--- src/rtl/nbody_bus_slave.sv ---
// nbody_bus_slave: host bus register file and two-half double staging for the n-body core.
module nbody_bus_slave #(
  parameter int BODY_ADDR_WIDTH = 9,
  parameter int MAX_BODIES      = 512
) (
  input  logic                       clk,
  input  logic                       rst,
  input  logic                       chipselect,
  input  logic                       write,
  input  logic                       read,
  input  logic [15:0]                addr,
  input  logic [63:0]                writedata,
  output logic [63:0]                readdata,
  output logic                       mem_we,
  output logic [2:0]                 mem_field,
  output logic [BODY_ADDR_WIDTH-1:0] mem_idx,
  output logic [63:0]                mem_wdata,
  output logic                       go,
  output logic                       go_pulse,
  output logic                       read_mode,
  output logic [15:0]                n_bodies,
  output logic [31:0]                gap,
  input  logic                       done,
  output logic [BODY_ADDR_WIDTH-1:0] res_idx,
  output logic                       res_sel,
  input  logic [63:0]                res_rdata
);
  logic [6:0] sel;
  logic [BODY_ADDR_WIDTH-1:0] idx;
  logic wr, rd, busy, data_sel, lo_wr, up_wr, up_ok, err_set;
  logic [2:0] fld;
  logic go_q, go_d, go_pulse_q, read_mode_q, read_mode_d, err_q, err_d, mem_we_q;
  logic [15:0] n_bodies_q, n_bodies_d;
  logic [31:0] gap_q, gap_d;
  logic [4:0] vld_q, vld_d;
  logic [4:0][31:0] lo_q, lo_d;
  logic [4:0][BODY_ADDR_WIDTH-1:0] sidx_q, sidx_d;
  logic [63:0] rdata_q, rdata_d, mem_wdata_q;
  logic [2:0] mem_field_q;
  logic [BODY_ADDR_WIDTH-1:0] mem_idx_q;
  logic unused_hi;

  assign sel = 7'(addr[15:BODY_ADDR_WIDTH]);
  assign idx = addr[BODY_ADDR_WIDTH-1:0];
  assign wr = chipselect & write;
  assign rd = chipselect & read & ~write;
  assign busy = go_q & ~done;
  // data selects come in lower/upper pairs: sel[6:1] names the field, sel[0] the half
  assign fld = sel[6:1] == 6'h02 ? 3'd0 : sel[6:1] == 6'h03 ? 3'd1 :
               sel[6:1] == 6'h04 ? 3'd2 : sel[6:1] == 6'h08 ? 3'd3 : 3'd4;
  assign data_sel = sel[6:1] == 6'h02 || sel[6:1] == 6'h03 || sel[6:1] == 6'h04 ||
                    sel[6:1] == 6'h08 || sel[6:1] == 6'h09;
  assign lo_wr = wr & data_sel & ~sel[0] & ~busy;
  assign up_wr = wr & data_sel & sel[0] & ~busy;
  assign up_ok = up_wr & vld_q[fld] & (sidx_q[fld] == idx);
  assign err_set = (wr & data_sel & busy) | (up_wr & ~up_ok);
  assign unused_hi = ^writedata[63:32];

  always_comb begin
    go_d = wr && sel == 7'h00 ? writedata[0] : go_q;
    read_mode_d = wr && sel == 7'h01 ? writedata[0] : read_mode_q;
    n_bodies_d = !(wr && sel == 7'h02) ? n_bodies_q :
                 writedata[15:0] > 16'(MAX_BODIES) ? 16'(MAX_BODIES) : writedata[15:0];
    gap_d = wr && sel == 7'h03 ? writedata[31:0] : gap_q;
    err_d = err_set | (err_q & ~(rd && sel == 7'h40));
    vld_d = vld_q;
    lo_d = lo_q;
    sidx_d = sidx_q;
    if (lo_wr) begin
      vld_d[fld] = 1'b1;
      lo_d[fld] = writedata[31:0];
      sidx_d[fld] = idx;
    end
    if (up_ok) vld_d[fld] = 1'b0;
    rdata_d = !rd ? rdata_q :
              sel == 7'h40 ? {62'b0, err_q, done} :
              sel == 7'h41 || sel == 7'h43 ? {32'b0, res_rdata[31:0]} :
              sel == 7'h42 || sel == 7'h44 ? {32'b0, res_rdata[63:32]} : 64'b0;
  end

  always_ff @(posedge clk or negedge rst) begin
    if (!rst) begin
      go_q <= 1'b0;
      go_pulse_q <= 1'b0;
      read_mode_q <= 1'b0;
      n_bodies_q <= '0;
      gap_q <= '0;
      err_q <= 1'b0;
      vld_q <= '0;
      lo_q <= '0;
      sidx_q <= '0;
      rdata_q <= '0;
      mem_we_q <= 1'b0;
      mem_field_q <= '0;
      mem_idx_q <= '0;
      mem_wdata_q <= '0;
    end else begin
      go_q <= go_d;
      go_pulse_q <= go_d & ~go_q;
      read_mode_q <= read_mode_d;
      n_bodies_q <= n_bodies_d;
      gap_q <= gap_d;
      err_q <= err_d;
      vld_q <= vld_d;
      lo_q <= lo_d;
      sidx_q <= sidx_d;
      rdata_q <= rdata_d;
      mem_we_q <= up_ok;
      if (up_ok) begin
        mem_field_q <= fld;
        mem_idx_q <= idx;
        mem_wdata_q <= {writedata[31:0], lo_q[fld]};
      end
    end
  end

  assign readdata = rdata_q;
  assign mem_we = mem_we_q;
  assign mem_field = mem_field_q;
  assign mem_idx = mem_idx_q;
  assign mem_wdata = mem_wdata_q;
  assign go = go_q;
  assign go_pulse = go_pulse_q;
  assign read_mode = read_mode_q;
  assign n_bodies = n_bodies_q;
  assign gap = gap_q;
  assign res_idx = idx;
  assign res_sel = sel == 7'h43 || sel == 7'h44;
endmodule
--- config.mk ---
export PLATFORM = sky130hd
export DESIGN_NAME = nbody_bus_slave
export DESIGN_NICKNAME = d
export VERILOG_FILES = /design/src/rtl/nbody_bus_slave.sv
export SDC_FILE = /design/constraint.sdc
export NUM_CORES = 1
export LEC_CHECK = 0
export ABC_AREA = 0
export CELL_PAD_IN_SITES_DETAIL_PLACEMENT = 1
export CELL_PAD_IN_SITES_GLOBAL_PLACEMENT = 1
export CORE_ASPECT_RATIO = 1.5
export CORE_UTILIZATION = 41
export CTS_CLUSTER_DIAMETER = 50
export DETAILED_ROUTE_END_ITERATION = 6
export HOLD_SLACK_MARGIN = 0.12
export PLACE_DENSITY_LB_ADDON = 0.1
export SLEW_MARGIN = 20
export SYNTH_ARGS = -nofsm -noshare
export SYNTH_HDL_FRONTEND = slang
export SYNTH_SLANG_ARGS = --single-unit
--- constraint.sdc ---
create_clock -name clk -period 3.93 [get_ports clk]
set_input_delay 0.786 -clock clk [delete_from_list [all_inputs] [get_ports clk]]
set_output_delay 0.786 -clock clk [all_outputs]
set_load 0.03 [all_outputs]
==> qor.yml <==
setup_path:
  cp.arrival_ps: 4320
  crit_family: "simple AND/OR/NAND/NOR gates"
  cp-endpoint: "mem_field[1]$_DFFE_PN0N_"
  critPathRequiredTime_ps: 4340
  reg2reg_depth: 10
  critPathBufInv: 5
  slowest_stage: "or4_4"
  crit_path_start: "addr[11]"
  endpoint_kind: "flop"
  path_depth: 13
  path_class: "in -> reg"
  slowest_delay_ps: 580
  crit_chain: "dlygate4sd2_1, or3b_4, buf_4, buf_4, a211oi_4, a211oi_4, nand2_1, or4b_4, or3_1, or4_4, buf_12, buf_16, mux2_2"
  r2r-end: "mem_field[1]$_DFFE_PN0N_"
  r2r-start: "sidx_q[29]$_DFFE_PN0P_"
  crit_fanout: 14
  cp-start-kind: "input port"
  rrSetupSlack_ps: 690
synth:
  yosysTopAreaCell: "dfrtp_1"
  synth_flop_cell: "dfrtp_1"
  synth_compound_gate_area_share: 0.0995
  synth_cell_type_count: 56
  avgSynthCellArea_um2: 11.8
  ys_top_cells_by_area: "dfrtp_1 53%, mux2_2 19%, mux2i_1 3.9%, nand2_1 3.1%, o21ai_0 2.7%"
  synth_simple_gate_area_share: 0.0810
  synth_top_family_by_area: "multiplexers"
  synth_top_cell_area_share: 0.533
  yosys.area_share.adder: 0
  ys_ff_latch: 371
  yosysSeqAreaShare: 0.533
  synthXorXnorAreaFrac: 0.00151
  synth_cells: 1474
  async_reset_ff_frac: 1.00
  syn_area_um2: 17400
  synth_edf_count: 0
  yosys_warnings: 0
  synth_mux_area_frac: 0.238
cells_and_area:
  diodes: 0
  drive_above_1_share: 0.290
  final_common_cell: "dfrtp_1"
  final_nets: 1946
  final_cell_mix: "371 x dfrtp_1, 299 x mux2_2, 280 x clkdlybuf4s50_1"
  n_fill_cell: 4311
  area_growth_pct: 32.5
routing:
  top_layer: "met4"
  ant_nets: 0
  wl_met1_mm: 20.9
  routed_wl_mm: 52.9
  num_vias: 12900
  dr.pass1.iters: 4
  wl_per_cell_um: 22.1
  wl_met2_mm: 28.0
  first_iter_violations: 543
  met3_length_mm: 1.99
  viasPerCell: 5.41
  drc_errors: 0
pwr:
  power_density_nw_per_um2: 382
  ir_drop_mv: 0.311
  power_w: 0.00883
  leakagePower_nw: 10.9
clock_network:
  cts_tree: "yes"
  hold_buffers: 0
  clk_path_buf_depth: 3
  cts.reportedPaths.clkPinSlew_ps: 60
  root_buffer: "clkbuf_16"
  clock_sinks: 371
  tritoncts.num_buffers: 40
  clock_latency_ps: 550
  htree_levels: 2
floorplanning:
  boundaryPins: 352
  core-area_um2: 42000
  die_y_um: 255
  start_util: 0.415
  die_area_um2: 43400
  fp.dieW_um: 170
  num_rows: 92
status:
  status: "completed"
global_route:
  antenna_found_initial: 0
  grt_pass1_wl_mm: 82.1
  grtUsageTotal: 0.247
  grt-ovfl-total: 0
  grt_pass1_vias: 14100
  grt_max_degree: 89
sta:
  min_period_over_period: 0.993
  rsz0062_at_grt: "no"
  setup_viol: 0
  hold_viol_final: 0
  maxSlewViolCount: 0
  fmax_ghz: 0.256
  hold_slack_ps: 291
  min_period_ps: 3900
  relSlewSlack: 0.470
  fin_skew_ps: 22.3
  worst_slew_pin_slew_ps: 795
flow_run:
  cap_viol_max_count: 0
placement:
  gp_congestion: 0.875
  dp_hpwl_mm: 34.6
  portBuffers: 287
min_path:
  min_path_type: "in -> async"
==> kinds of logic after synthesis <==
group | count (synthesis)
other | 1
multiplexers | 374
flip-flops | 371
AO/OA/AOI/OAI | 249
XOR/XNOR | 3
buffers and inverters | 165
AND/OR/NAND/NOR | 311
==> sequential cells by signal, summed over array words and instances (netlist names) <==
signal / cells
mem_we: 1
read_mode: 1
readdata: 32
n_bodies: 16
mem_idx: 9
go: 1
mem_wdata: 64
go_pulse: 1
gap: 32
err_q: 1
mem_field: 3
lo_q: 160
sidx_q: 45
vld_q: 5
==> worst min path at each step <==
stage / start / slack, ps / end / depth (start not counted)
6_report: rst / 290 / sidx_q[32]$_DFFE_PN0P_ / 1
3_3_place_gp: n_bodies[9]$_DFFE_PN0P_ / 450 / n_bodies[9]$_DFFE_PN0P_ / 2
5_1_grt: rst / 330 / sidx_q[32]$_DFFE_PN0P_ / 1
2_1_floorplan: err_q$_DFF_PN0_ / 460 / err_q$_DFF_PN0_ / 2
3_5_place_dp: n_bodies[9]$_DFFE_PN0P_ / 460 / n_bodies[9]$_DFFE_PN0P_ / 2
4_1_cts: rst / 310 / sidx_q[32]$_DFFE_PN0P_ / 1
==> through the flow <==
stage	TNS, ps	instances	setup WS, ps	cell area, µm²	utilization
after floorplan	-525	1505	-75.0	17600	-
after global placement	-46980	2307	-611	21400	0.510
after detailed placement	-52640	2307	-688	21400	0.510
after CTS	-0.135	2388	-0.135	23000	0.547
after global routing	0	2392	5.63	23100	0.549
final	0	2392	25.9	23100	0.549
==> synthesized netlist by cell type, drive strengths merged, types with 12 or more instances <==
cell and number:
a22oi 30, dfrtp 371, a211oi 18, a21oi 12, mux2i 68, mux2 306
buf 66, nand2 145, inv 13, o31ai 32, clkbuf 86, nor2 79
o21ai 95, a221o 32
==> report_power, final <==
part,total [W],switching [W],internal [W]
logic,0.000873,0.000508,0.000364
clock network,0.00399,0.00161,0.00238
registers,0.00396,0.0000516,0.00391
total,0.00883,0.00217,0.00665
==> metal layers <==
layer	vias up	GRT usage
li1	5849	-
met1	6706	0.292
met2	281	0.448
met3	95	0.0343
met4	0	0.104
met5	-	0
==> what timing repair did <==
action,4_1_cts,5_1_grt
cloned,3,0
buffers inserted,4,4
setup endpoints to repair,78,79
resized for setup,23,12
pin swaps,5,10
==> final cells by class <==
| type | instances | area [µm²] | share of cell area |
|---|---|---|---|
| Tap cell | 564 | 706 | 0.0306 |
| Multi-Input combinational cell | 969 | 7640 | 0.331 |
| Clock buffer | 52 | 1130 | 0.0488 |
| Clock inverter | 22 | 269 | 0.0117 |
| Inverter | 13 | 48.8 | 0.00211 |
| Sequential cell | 371 | 9280 | 0.402 |
| Timing Repair Buffer | 401 | 4000 | 0.173 |
(Power assumes the default switching activity.)
